===== src/rtl/fetch_queue_pkg.sv =====
// Shared types and constants for the instruction-fetch stage and its prefetch FIFO.
package fetch_queue_pkg;

    localparam logic [31:0] NOP_INSTR        = 32'h0000_0000;
    localparam logic [31:0] PC_STEP          = 32'd4;
    localparam logic [31:0] DEFAULT_RESET_PC = 32'h0000_0000;

    typedef struct packed {
        logic [31:0] pc;
        logic [31:0] instr;
    } fetch_entry_t;

endpackage


===== src/rtl/fetch_fifo.sv =====
// Synchronous FIFO holding fetched entries; flush empties it and takes priority over push/pop.
module fetch_fifo #(
    parameter int unsigned WIDTH = 64,
    parameter int unsigned DEPTH = 4
) (
    input  logic                     clk,
    input  logic                     rst,
    input  logic                     push,
    input  logic [WIDTH-1:0]         push_data,
    input  logic                     pop,
    input  logic                     flush,
    output logic [$clog2(DEPTH):0]   count,
    output logic [WIDTH-1:0]         head
);

    localparam int unsigned PTR_W = $clog2(DEPTH);
    localparam int unsigned CNT_W = PTR_W + 1;

    logic [WIDTH-1:0] mem_q [DEPTH];
    logic [WIDTH-1:0] mem_d [DEPTH];
    logic [PTR_W-1:0] wr_ptr_q, wr_ptr_d;
    logic [PTR_W-1:0] rd_ptr_q, rd_ptr_d;
    logic [CNT_W-1:0] count_q, count_d;

    always_comb begin
        mem_d    = mem_q;
        wr_ptr_d = wr_ptr_q;
        rd_ptr_d = rd_ptr_q;
        count_d  = count_q;
        if (flush) begin
            wr_ptr_d = '0;
            rd_ptr_d = '0;
            count_d  = '0;
        end else begin
            // Full with push+pop writes the slot being read; the head moves on at the same edge.
            if (push) begin
                mem_d[wr_ptr_q] = push_data;
                wr_ptr_d        = wr_ptr_q + PTR_W'(1);
            end
            if (pop) begin
                rd_ptr_d = rd_ptr_q + PTR_W'(1);
            end
            case ({push, pop})
                2'b10:   count_d = count_q + CNT_W'(1);
                2'b01:   count_d = count_q - CNT_W'(1);
                default: count_d = count_q;
            endcase
        end
    end

    always_ff @(posedge clk or posedge rst) begin
        if (rst) begin
            mem_q    <= '{default: '0};
            wr_ptr_q <= '0;
            rd_ptr_q <= '0;
            count_q  <= '0;
        end else begin
            mem_q    <= mem_d;
            wr_ptr_q <= wr_ptr_d;
            rd_ptr_q <= rd_ptr_d;
            count_q  <= count_d;
        end
    end

    assign count = count_q;
    assign head  = mem_q[rd_ptr_q];

endmodule


===== src/rtl/fetch_queue.sv =====
// Instruction-fetch stage: owns the fetch PC, prefetches into a small queue,
// hands entries to decode over valid/ready and flushes on redirect.
module fetch_queue
    import fetch_queue_pkg::*;
#(
    parameter int unsigned DEPTH    = 4,
    parameter logic [31:0] RESET_PC = DEFAULT_RESET_PC
) (
    input  logic                   clk,
    input  logic                   rst,
    output logic [31:0]            imem_addr,
    input  logic [31:0]            imem_rdata,
    output logic                   out_valid,
    output logic [31:0]            out_instr,
    output logic [31:0]            out_pc,
    input  logic                   out_ready,
    input  logic                   redirect_valid,
    input  logic [31:0]            redirect_pc,
    output logic [$clog2(DEPTH):0] count
);

    localparam int unsigned CNT_W = $clog2(DEPTH) + 1;

    logic [31:0]  fetch_pc_q, fetch_pc_d;
    logic         push;
    logic         pop;
    fetch_entry_t wr_entry;
    fetch_entry_t head;
    logic [CNT_W-1:0] fifo_count;

    always_comb begin
        out_valid  = (fifo_count != '0);
        pop        = out_valid & out_ready & ~redirect_valid;
        push       = ~redirect_valid & ((fifo_count < CNT_W'(DEPTH)) | pop);
        wr_entry   = '{pc: fetch_pc_q, instr: imem_rdata};
        fetch_pc_d = fetch_pc_q;
        if (redirect_valid) begin
            fetch_pc_d = {redirect_pc[31:2], 2'b00};
        end else if (push) begin
            fetch_pc_d = fetch_pc_q + PC_STEP;
        end
        out_instr = out_valid ? head.instr : NOP_INSTR;
        out_pc    = out_valid ? head.pc    : '0;
    end

    always_ff @(posedge clk or posedge rst) begin
        if (rst) begin
            fetch_pc_q <= RESET_PC;
        end else begin
            fetch_pc_q <= fetch_pc_d;
        end
    end

    assign imem_addr = fetch_pc_q;
    assign count     = fifo_count;

    fetch_fifo #(
        .WIDTH($bits(fetch_entry_t)),
        .DEPTH(DEPTH)
    ) u_fifo (
        .clk       (clk),
        .rst       (rst),
        .push      (push),
        .push_data (wr_entry),
        .pop       (pop),
        .flush     (redirect_valid),
        .count     (fifo_count),
        .head      (head)
    );

endmodule


===== config.mk =====
export PLATFORM = sky130hd
export DESIGN_NAME = fetch_queue
export DESIGN_NICKNAME = d
export VERILOG_FILES = /design/src/rtl/fetch_queue_pkg.sv /design/src/rtl/fetch_fifo.sv /design/src/rtl/fetch_queue.sv
export SDC_FILE = /design/constraint.sdc
export NUM_CORES = 1
export LEC_CHECK = 0
export ABC_AREA = 1
export ABC_CLOCK_PERIOD_IN_PS = 18150
export BUFFER_PORTS_ARGS = -buffer_cell sky130_fd_sc_hd__buf_2
export CELL_PAD_IN_SITES_DETAIL_PLACEMENT = 2
export CELL_PAD_IN_SITES_GLOBAL_PLACEMENT = 2
export CORE_MARGIN = 2
export CORE_UTILIZATION = 37
export CTS_CLUSTER_DIAMETER = 80
export DETAILED_ROUTE_END_ITERATION = 10
export PLACE_DENSITY = 0.81
export SLEW_MARGIN = 20
export SYNTH_ARGS = -nofsm -noshare
export SYNTH_HDL_FRONTEND = slang
export SYNTH_SLANG_ARGS = --single-unit
export TNS_END_PERCENT = 30

===== constraint.sdc =====
create_clock -name clk -period 18.15 [get_ports clk]
set_input_delay 0 -clock clk [delete_from_list [all_inputs] [get_ports clk]]
set_output_delay 0 -clock clk [all_outputs]
set_load 0.05 [all_outputs]

# Word-level counts from Yosys, hierarchy flattened
# Index checks and enable logic that the tools add are counted.
[totals]
output_inout_bits = 100
ff_bits = 295
inputBits = 68
[op_classes]
eq_ne = 2
mux = 16
addsub = 5
n_bitwise = 7
n_reduce_logical = 6
order_cmp = 4
[op_table]
columns = ["operator", "n"]
rows = [
  ["$bwmux W256", 1],
  ["$mux W64", 3],
  ["$bmux W64 S2", 1],
  ["$demux W64 S2", 1],
  ["$mux W32", 4],
  ["$add A32 B3 Y32 const B", 1],
  ["$mux W2", 4],
  ["$ge A3 B3 Y1 const B", 2],
  ["$not A2 Y3", 2],
  ["$pmux W3 S2", 1],
  ["$reduce_bool A3 Y1", 2],
  ["$add A2 B1 Y2 const B", 2],
  ["$reduce_bool A2 Y1", 2],
  ["$add A3 B1 Y3 const B", 1],
  ["$and A1 B1 Y1", 3],
  ["$lt A3 B1 Y1 const B", 1],
  ["$lt A3 B3 Y1 const B", 1],
  ["$mux W3", 1],
  ["$sub A3 B1 Y3 const B", 1],
  ["$eq A2 B1 Y1 const B", 1],
  ["$eq A2 B2 Y1 const B", 1],
  ["$reduce_and A2 Y1", 1],
  ["$logic_and A1 B1 Y1", 1],
  ["$not A1 Y1", 1],
  ["$or A1 B1 Y1", 1],
]

# Logic depth before layout (Yosys ltp)
# Gate-level depths: netlist of run 1.
[logic_depth]
depth_word = 8
mapped_depth = 12
ltp_nobuf = 11

# Hierarchy
# A second synthesis of run 1 with hierarchy kept.
[hier_totals]
hier_cells = 1780
hier_area_um2 = 13938.4
[by_module_without_submodules]
columns = ["mod", "area_per_inst_um2", "seq_area_each_um2", "cells_each", "instances"]
rows = [
  ["fetch_fifo", 11262.1, 6581.3, 1307, 1],
  ["fetch_queue", 2676.3, 750.7, 473, 1],
]

# Worst setup path before layout of run 1
# Ideal clock, no wire load.
[synth_path]
kind = "register to register"
startpoint = "register u_fifo.count_q[0], in the netlist u_fifo.count[0]"
endpoint = "register u_fifo.mem_q[166] (netlist bit)"
t_arrival_ps = 2152
synth_period_minus_slack_ps = 2280
slack_ps = 15870
path_buffers = 2
stages_incl_launch_ff = 13
cell_sequence = "dfrtp_1 -> inv_1 -> ha_1 -> nand2_4 -> nand2_4 -> o21ai_2 -> inv_2 -> nor2_8 -> nand2_4 -> buf_6 -> buf_6 -> nand2_1 -> o21ai_0"
[synth_between]
elab_chain_cells = 6
elab_cells_between_ends = 7
classes_between = "order compare: 1; bitwise: 4; reduce/logical: 2"
[synth_rtl]
columns = ["element", "line_no", "source"]
rows = [
  ["start: declaration", "fetch_fifo.sv:23", "logic [CNT_W-1:0] count_q, count_d;"],
  ["start signal: assignment", "fetch_fifo.sv:61", "count_q <= count_d;"],
  ["$reduce_bool A3 Y1", "fetch_queue.sv:32", "out_valid = (fifo_count != '0);"],
  ["named net out_valid", "fetch_queue.sv:13", "output logic out_valid,"],
  ["$and A1 B1 Y1 (2 in series)", "fetch_queue.sv:33", "pop = out_valid & out_ready & ~redirect_valid;"],
  ["$or A1 B1 Y1", "fetch_queue.sv:34", "push = ~redirect_valid & ((fifo_count < CNT_W'(DEPTH)) | pop);"],
  ["$and A1 B1 Y1", "fetch_queue.sv:34", ""],
  ["$reduce_and A2 Y1 (no line)", "-", ""],
  ["end signal: assignment", "fetch_fifo.sv:58", "mem_q <= mem_d;"],
  ["end: declaration", "fetch_fifo.sv:19", "logic [WIDTH-1:0] mem_q [DEPTH];"],
]
# The timed path passes the listed nets, and every way through them passes these cells.
# A chain may end at the register's enable or synchronous reset.

# Worst setup path after layout of run 1
[layout_path]
startpoint = "register u_fifo.rd_ptr_q[0]"
endpoint = "output port out_instr[15]"
[layout_between]
elab_chain_cells = 5
[layout_rtl]
columns = ["element", "line_no", "source"]
rows = [
  ["start: declaration", "fetch_fifo.sv:22", "logic [PTR_W-1:0] rd_ptr_q, rd_ptr_d;"],
  ["start signal: assignment", "fetch_fifo.sv:60", "rd_ptr_q <= rd_ptr_d;"],
  ["$not A2 Y3 (implied by the code)", "fetch_fifo.sv:66", "assign head = mem_q[rd_ptr_q];"],
  ["$bmux W64 S2", "fetch_fifo.sv:66", ""],
  ["$mux W64 (implied by the code) (2 in series)", "fetch_fifo.sv:66", ""],
  ["$mux W32", "fetch_queue.sv:42", "out_instr = out_valid ? head.instr : NOP_INSTR;"],
  ["end: declaration", "fetch_queue.sv:14", "output logic [31:0] out_instr,"],
]
# Every way passes these cells. The select of a mux whose other input is x is not followed.

==> results.yml, run 1 <==
cells_and_area:
  antenna_cells: 0
  fin_util_pct: 44.9
  fin_cells: 2439
  fin_area_sq_um: 16500
  area_delta_synth_final_pct: 19.0
  drive_above_1_share_pct: 13.7
  num-nets-final: 2021
  fillers: 4145
global_route:
  grt_max_degree: 183
  grt_pass1_vias: 14600
  antenna_found_initial: 0
  overflow: 0
  grt_util_all_layers_pct: 25.6
  grt_pass1_wl_mm: 79.4
sta:
  post-route-period-util_pct: 19.5
  fin_crit_ns: 3.53
  tns_ns: 0
  hold_viol: 0
  setup_viol: 0
  fmax_mhz: 283
  report.final.slew_viol_count: 0
  worst_pin_slew_ns: 1.03
  slew_headroom_pct: 31.1
  clock_skew_ns: 0.0156
  rsz0062_at_grt: "no"
power_and_ir_drop:
  powerDensity_nw_per_um2: 195
  power_switching_share_pct: 47.4
  intPower_mw: 1.70
  pwr-share-seq_pct: 34.4
  p_comb_share_pct: 44.2
  p_leak_nw: 8.08
  ir_drop_uv: 148
  clock_power_share_pct: 21.4
  switchingPower_mw: 1.53
placed_design:
  portBuffers: 161
  dp_cells: 2310
  placed_area_sq_um: 14700
  hpwl_mm: 28.1
  gp_congestion: 0.880
yosys:
  ys_types: 27
  ys_ff_latch: 285
  synthesis.instances: 1781
  yosys_warnings: 0
  yosys_most_used_dff: "dfrtp_1"
  seq_area_frac_synth_pct: 51.3
  synth_edf_count: 0
  netlist_area_sq_um: 13900
  syn_area_per_cell_sq_um: 7.80
  async_reset_ff_share_pct: 100
clock_tree:
  htreeDepth: 2
  cts_buffers: 35
  post-cts-setup-buffers: 0
  root_buffer: "clkbuf_16"
  clk_latency_ns: 0.53
  clkSinkCount: 285
  path_clk_slew_ns: 0.06
  cts_max_path_buffers: 3
  ctsResizeCount: 0
  cts_tree: "yes"
setup_path:
  critPathKind: "reg2out"
  cp.required_ns: 18.15
  critPathMaxFanout: 78
  critPathArrivalTime_ns: 3.53
  crit_path_start_kind: "register"
  end_kind: "primary output"
floorplan:
  die_w_microns: 198
  initial_core_util_pct: 37.8
  row_count: 70
  die-area_sq_um: 39100
  core_area_sq_um: 36800
  io_pins: 168
  die_h_microns: 198
routing:
  drt_iter0_markers: 567
  via_count: 12900
  ant_nets: 0
  wirelength_mm: 48.8
  firstDrtPassIters: 4
  drc_errors: 0
  vias_per_cell: 5.31
  wl_per_cell_microns: 20.0
run:
  maxCapViolCount: 0
status:
  outcome: "complete, no violations"
hold_path:
  hp-class: "in2async"
per-stage QoR:
stage	setup slack, ns	hold WS, ns	power (mW)
2_1_floorplan	10.29	0.145	2.12
3_3_place_gp	15.13	0.206	2.44
3_5_place_dp	15.02	0.214	2.52
4_1_cts	14.54	0.209	3.25
5_1_grt	14.39	0.257	3.45
6_report	14.62	0.173	3.23
worst max-delay path, cell delays in order, from the launching register on:
cell,delay [ns]
dfrtp_4,0.82
clkinv_2,0.73
buf_4,0.63
o21ai_0,0.34
a21oi_1,0.16
buf_2,0.29
logic make-up after synthesis:
| family | count (synthesis) | share of synthesized area (%) |
|---|---|---|
| AOI/OAI and AO/OA | 465 | 17.1 |
| adders and majority gates | 7 | 0.630 |
| other | 1 | 0.0270 |
| buffers and inverters | 216 | 7.61 |
| DFF | 285 | 51.3 |
| muxes | 2 | 0.144 |
| and+or+nand+nor | 802 | 23.0 |
| xor gates and xnor gates | 3 | 0.189 |
placed cells by master, fill, tap and decap left out, types with 10 or more instances in the layout:
master         count
nand2_1          432
o21ai_0          150
dfrtp_1          283
clkbuf_16         36
a21oi_1           69
inv_1             96
o21ai_1          231
nand3_1           41
nor2_1           296
dlygate4sd3_1     67
buf_4             10
buf_2            161
or2_2             22
power groups by stage:
stage	Combinational, mW	Sequential [mW]	Clock [mW]
floorplan	1.01	1.11	0
global placement	1.35	1.09	0
detailed placement	1.41	1.11	0
CTS	1.44	1.11	0.705
global route	1.57	1.15	0.733
finish	1.43	1.11	0.690
state kept, by name, indices dropped and copies added (netlist names):
signal / count
u_fifo.wr_ptr_q: 2
imem_addr: 30
u_fifo.mem_q: 248
u_fifo.count: 3
u_fifo.rd_ptr_q: 2
what timing repair did:
item,4_1_cts,5_1_grt
hold buffers,67,0
endpoints found under the setup margin,0,0
endpoints found under the hold margin,264,0
synth_stat cells, types with 6 or more instances:
cell	n	area, sq um
nand2_1	432	1620
nor2_1	296	1110
dfrtp_1	285	7130
o21ai_1	231	1160
o21ai_0	150	751
inv_1	97	364
a21oi_1	69	345
clkbuf_1	47	176
nand3_1	41	205
buf_6	28	315
or2_2	22	138
buf_1	20	75.1
buf_2	14	70.1
o21ai_2	9	78.8
ha_1	7	87.6
nand2_4	6	67.6
layer usage:
metal / vias to the layer above / track usage [%] / share of wire [%]
li1: 6056 / - / -
met1: 6617 / 33.0 / 45
met2: 203 / 45.5 / 50
met3: 66 / 2.88 / 2.8
met4: 0 / 7.05 / 2.3
met5: - / 0 / 0
final cells by class:
type	instances	area, sq um	area share, %
Tap cell	468	586	3.54
Clock inverter	10	96.3	0.583
Timing Repair Buffer	239	1570	9.51
Clock buffer	52	1030	6.24
Multi-Input combinational cell	1283	5710	34.6
Sequential cell	285	7140	43.2
Inverter	102	393	2.38
path summary, 6_finish.rpt:
check	to	from	depth (start not counted)	slack [ns]
max reg2reg	imem_addr[28]	u_fifo.count[0]	10	14.97
min reg2reg	u_fifo.mem_q[189]	u_fifo.mem_q[189]	2	0.49
min in group clk	imem_addr[8]	redirect_pc[8]	4	0.26
max in group asynchronous	u_fifo.rd_ptr_q[0]	rst	4	16.41
max	out_instr[15]	u_fifo.rd_ptr_q[0]	5	14.62
min	imem_addr[5]	rst	3	0.17
Power figures use the tool's default switching activity.
==> run 2: changes to the inputs <==
Settings changed: ABC_AREA 1 to 0, ABC_CLOCK_PERIOD_IN_PS 18150 to 3250, CORE_UTILIZATION 37 to 41, PLACE_DENSITY 0.81 to 0.76.
Clock period 18.15 ns to 3.25 ns, I/O delays scaled along.
==> run 2 against run 1 <==
Final cell count is 34% lower. Clock skew is 0.0034 ns lower. Total power grew to 5.1 times the previous value. Worst setup slack worse by 14 ns. Synthesized cell count is 47% lower. Via count is 33% lower. Register-to-register slack worse by 14 ns. Clock power grew to 5.4 times the previous value. Worst hold slack worse by 0.089 ns. Sequential share of layout area is 0.27 points higher. Non-clock buffer count is 10 higher. Synthesized area is 4.0% lower. Critical endpoint is now out_instr[7]. Critical path type unchanged. Largest power group unchanged.
==> results.yml, run 2 <==
setup_path:
  cp_num_buf_inv: 2
  slowest_delay_ns: 0.83
  crit_chain: "buf_4 > mux4_2 > and2_1 > buf_2"
  critPathKind: "reg2out"
  end_kind: "primary output"
  critPathArrivalTime_ns: 2.61
  worst_path_dominant_cell_family: "flip-flops"
  critPathSlowestCell: "dfrtp_4"
  cp.required_ns: 3.25
  crit_path_start_kind: "register"
  critPathMaxFanout: 28
cells_and_area:
  num-nets-final: 1223
  layout_common_cells: "dfrtp_1 (283), mux2_2 (248), buf_2 (161), and2_1 (65), dlygate4sd3_1 (64)"
  area_delta_synth_final_pct: 23.2
  largest_reg_flops: 248
  fin_util_pct: 50.9
  fillers: 2998
  largest_register: "u_fifo.mem_q"
  drive_above_1_share_pct: 47.9
  final_common_cell: "dfrtp_1"
sta:
  setup_viol: 0
  post-route-period-util_pct: 80.4
  fin_crit_ns: 2.61
  worst_pin_slew_ns: 0.866
  clock_skew_ns: 0.0122
  tns_ns: 0
  hold_viol: 0
  rsz0062_at_grt: "no"
  report.final.slew_viol_count: 0
  slew_headroom_pct: 42.2
  fmax_mhz: 383
power_and_ir_drop:
  ir_drop_uv: 461
  powerDensity_nw_per_um2: 1000
  p_leak_nw: 7.09
yosys:
  synthesis.instances: 936
  yosys_most_used_dff: "dfrtp_1"
  netlist_top_cells_count: "dfrtp_1 (285), mux2_2 (248), and2_1 (65), mux4_2 (62), buf_2 (38)"
  synth.most_common_cell: "dfrtp_1"
  async_reset_ff_share_pct: 100
  ys_ff_latch: 285
  yosys_warnings: 0
  syn_area_per_cell_sq_um: 14.2
  ys_types: 48
  synth_area_leaders: "dfrtp_1 (53%), mux2_2 (21%), mux4_2 (10%)"
  synth_edf_count: 0
  yosysTopAreaCell: "dfrtp_1"
  netlist_area_sq_um: 13300
  synth_top_area_share_pct: 53.5
  seq_area_frac_synth_pct: 53.5
global_route:
  grt_pass1_wl_mm: 60.2
  grt_max_degree: 99
  overflow: 0
  grt_pass1_vias: 10100
  antenna_found_initial: 1
  grt_util_all_layers_pct: 23.2
routing:
  wl_met1_mm: 16.0
  dr_wl_met2_mm: 20.2
  wl_per_cell_microns: 23.7
  top_layer: "met4"
  drc_errors: 0
  vias_per_cell: 5.41
  wirelength_mm: 38.2
  wl_met3_mm: 1.29
  drt_iter0_markers: 353
  via_count: 8727
  firstDrtPassIters: 4
  ant_nets: 0
placed_design:
  gp_congestion: 0.712
  hpwl_mm: 22.8
  portBuffers: 161
hold_path:
  hp-class: "in2reg"
clock_tree:
  root_buffer: "clkbuf_16"
  path_clk_slew_ns: 0.06
  clk_latency_ns: 0.50
  clkSinkCount: 285
  cts_buffers: 35
  cts_max_path_buffers: 3
  cts_tree: "yes"
  htreeDepth: 2
  ctsResizeCount: 0
floorplan:
  core_area_sq_um: 32300
  initial_core_util_pct: 41.3
  die_w_microns: 184
  io_pins: 168
  row_count: 66
  die_h_microns: 184
  die-area_sq_um: 34000
status:
  outcome: "complete, no violations"
run:
  maxCapViolCount: 0
-- run 2: per-stage QoR --
step           power (mW)  setup slack [ns]  area (sq um)  cells  hold WS, ns
6_report             16.4             0.637         16400   1613       0.0840
5_1_grt              17.3             0.514         16400   1613       0.0923
4_1_cts              16.6             0.581         16400   1612       0.0566
3_5_place_dp         12.7             0.643         14700   1489        0.177
3_3_place_gp         12.3             0.711         14700   1489        0.174
2_1_floorplan        10.8            -0.527         13400    939        0.120
-- run 2: tightest hold or removal path: cells and delay by family --
kind / cells / cell delay, ns
buf+inv: 2 / 0.38
simple gates: 1 / 0.14
-- run 2: kinds of logic after synthesis --
| logic type | count (synthesis) | share of synthesized area (%) |
|---|---|---|
| simple gates | 169 | 7.16 |
| xor+xnor | 12 | 0.788 |
| fa+ha+maj | 7 | 0.657 |
| flops | 285 | 53.5 |
| mux | 313 | 31.6 |
| other cells | 1 | 0.0281 |
| buf+inv | 91 | 3.12 |
| compound gates | 58 | 3.12 |
-- run 2: worst paths after layout --
path / start / to / slack, ns / cells past startpoint
max in group asynchronous: rst / u_fifo.mem_q[227] / 2.09 / 4
min in group asynchronous: rst / u_fifo.mem_q[124] / 0.18 / 3
worst max-delay path: u_fifo.rd_ptr_q[1] / out_instr[7] / 0.64 / 4
worst min-delay path: redirect_valid / u_fifo.wr_ptr_q[1] / 0.08 / 3
worst min register to register: u_fifo.mem_q[1] / u_fifo.mem_q[1] / 0.50 / 1
worst max register to register: u_fifo.count[2] / u_fifo.mem_q[89] / 0.65 / 5
-- run 2: repair_timing --
item,in CTS,in global routing
hold buffers,64,0
endpoints found under the hold margin,189,0
buffers inserted,0,0
-- run 2: power breakdown --
| group | internal [mW] | switching [mW] |
|---|---|---|
| Combinational | 2.82 | 3.74 |
| Sequential | 5.07 | 1.09 |
| Clock | 2.24 | 1.47 |
-- run 2: area by class of cell --
| cell class | count | area, sq um | area share [%] |
|---|---|---|---|
| flip-flops and latches | 285 | 7140 | 43.4 |
| multi-input cells | 563 | 5830 | 35.5 |
| clock buffers | 51 | 1020 | 6.20 |
| repair buffers | 249 | 1760 | 10.7 |
| inverters | 14 | 56.3 | 0.343 |
| well taps | 442 | 553 | 3.37 |
| clock inverters | 8 | 67.6 | 0.411 |
| diodes | 1 | 2.50 | 0.0152 |
-- run 2: layer usage --
metal	up-vias	track usage (%)
met5	-	0
met4	0	5.50
met3	55	3.28
met2	186	42.4
met1	4655	29.0
li1	3831	-
==> run 3: changes to the inputs <==
Settings changed: ABC_CLOCK_PERIOD_IN_PS 3250 to 2600.
Clock period 3.25 ns to 2.6 ns, I/O delays scaled along.
==> run 3 against run 2 <==
Final cell count rose by 0.50%. Worst setup slack got worse by 0.43 ns. Sequential power rose by 23%. Wire length rose by 1.4%. Sequential share of layout area fell by 0.35 points. Final area rose by 0.81%. Combinational power rose by 28%. Critical path depth did not move. Register-to-register slack got worse by 0.36 ns. Die area did not move. Worst hold slack got worse by 0.065 ns. Critical path type unchanged. Largest cell class unchanged. Highest routed layer is now met5.
==> results.yml, run 3 (same netlist as run 2, synthesis figures left out) <==
clock_tree:
  ctsResizeCount: 0
  htreeDepth: 2
  clkSinkCount: 285
  cts_max_path_buffers: 3
  path_clk_slew_ns: 0.06
  root_buffer: "clkbuf_16"
  cts_tree: "yes"
  clk_latency_ns: 0.50
  post-cts-setup-buffers: 0
  cts_buffers: 35
cells_and_area:
  fin_area_sq_um: 16600
  fillers: 3018
  layout_common_cells: "dfrtp_1 (283), mux2_2 (248), buf_2 (161), and2_1 (65), dlygate4sd3_1 (64)"
  area_delta_synth_final_pct: 24.2
  largest_register: "u_fifo.mem_q"
  drive_above_1_share_pct: 48.4
  final_common_cell: "dfrtp_1"
  antenna_cells: 0
  largest_reg_flops: 248
  num-nets-final: 1234
setup_path:
  rr_worst_depth: 5
  r2r_end: "imem_addr[21]"
  endpoint: "out_instr[18]"
  crit_start: "u_fifo.rd_ptr_q[0]"
  crit_path_start_kind: "register"
  critPathKind: "reg2out"
  r2r_start: "imem_addr[2]"
  cp.required_ns: 2.60
  critPathMaxFanout: 32
  reg2reg_slack_ns: 0.29
  end_kind: "primary output"
  critPathArrivalTime_ns: 2.39
global_route:
  met2_usage_pct: 42.8
  antenna_found_initial: 1
  grt_pass1_vias: 10300
  grt_use_met3_pct: 4.09
  grt_util_all_layers_pct: 23.5
  overflow: 0
  grt_pass1_wl_mm: 61.5
  grt_use_met1_pct: 29.3
  grt_max_degree: 92
  grt.busiest_layer: "met2"
floorplan:
  die_h_microns: 184
  core_area_sq_um: 32300
  die_w_microns: 184
  io_pins: 168
  die-area_sq_um: 34000
  row_count: 66
  initial_core_util_pct: 41.3
routing:
  wl_per_cell_microns: 23.9
  firstDrtPassIters: 4
  drc_errors: 0
  vias_per_cell: 5.44
  drt_iter0_markers: 407
  wirelength_mm: 38.7
  ant_nets: 0
  via_count: 8814
placed_design:
  hpwl_mm: 23.2
  placed_area_sq_um: 14800
  gp_congestion: 0.717
  portBuffers: 161
sta:
  slew_headroom_pct: 58.7
  setup_viol: 0
  hold_viol: 0
  report.final.slew_viol_count: 0
  post-route-period-util_pct: 92.0
  fmax_mhz: 418
  worst_pin_slew_ns: 0.619
  hold_slack_ns: 0.0189
  fin_crit_ns: 2.39
  tns_ns: 0
  rsz0062_at_grt: "no"
  clock_skew_ns: 0.0123
run:
  maxCapViolCount: 0
power_and_ir_drop:
  ir_drop_uv: 625
  p_leak_nw: 7.16
  powerDensity_nw_per_um2: 1250
status:
  outcome: "complete, no violations"
hold_path:
  hp-class: "in2reg"
[run 3: changes by cell type in the layout (fill, tap and decap cells not counted)]
| cell | previous run | this run |
|---|---|---|
| diode_2 | 1 | 0 |
| buf_4 | 13 | 20 |
| buf_12 | 11 | 15 |
| clkbuf_8 | 4 | 8 |
| clkbuf_1 | 10 | 8 |
| clkinv_2 | 6 | 3 |
| bufinv_16 | 1 | 0 |
[run 3: final cells by class]
cell class	count	area [sq um]	share of cell area, %
clock buffers	53	1070	6.44
clock inverters	4	22.5	0.136
inverters	14	56.3	0.340
multi-input cells	563	5830	35.2
flip-flops and latches	285	7140	43.1
well taps	442	553	3.34
repair buffers	260	1900	11.5
[run 3: worst max-delay path, cell delays in order (launching register included)]
cell,delay (ns)
dfrtp_4,0.54
buf_4,0.50
mux4_2,0.41
and2_1,0.20
buf_2,0.21
[run 3: worst min path at each step]
stage / from / end / slack [ns] / cells after the start
final: redirect_valid / u_fifo.wr_ptr_q[0] / 0.02 / 3
after global routing: redirect_valid / u_fifo.rd_ptr_q[0] / 0.03 / 3
after CTS: redirect_valid / u_fifo.wr_ptr_q[0] / 0.003 / 3
after detailed placement: rst / u_fifo.mem_q[129] / 0.11 / 2
after global placement: rst / u_fifo.mem_q[129] / 0.11 / 2
after floorplan: redirect_pc[12] / imem_addr[12] / 0.12 / 2
[run 3: repair_timing]
item / 4_1_cts / 5_1_grt
setup endpoints to repair: 0 / 0
hold endpoints to repair: 183 / 0
hold buffers: 64 / 0
[run 3: where the power goes]
group | switching [mW] | total [mW] | internal (mW) | leakage [nW]
combinational | 4.87 | 8.44 | 3.56 | 3.25
sequential | 1.22 | 7.57 | 6.35 | 3.38
clock | 1.84 | 4.65 | 2.81 | 0.535
total | 7.94 | 20.7 | 12.7 | 7.16
[run 3: per-stage QoR]
stage	util [%]	power [mW]	setup WS (ns)	cells
after detailed placement	45.9	15.9	0.341	1500
after CTS	51.3	20.8	0.164	1621
after global placement	45.9	15.4	0.404	1500
after global routing	51.3	21.7	0.0958	1621
after floorplan	-	13.5	-1.18	939
final	51.3	20.7	0.207	1621
[run 3: per-layer routing]
layer,vias up,routed length (microns),share of wire [%]
met5,-,13,0.034
met2,174,20400,53
met3,46,1600,4.1
met4,2,611,1.6
met1,4733,16000,41
li1,3859,-,-
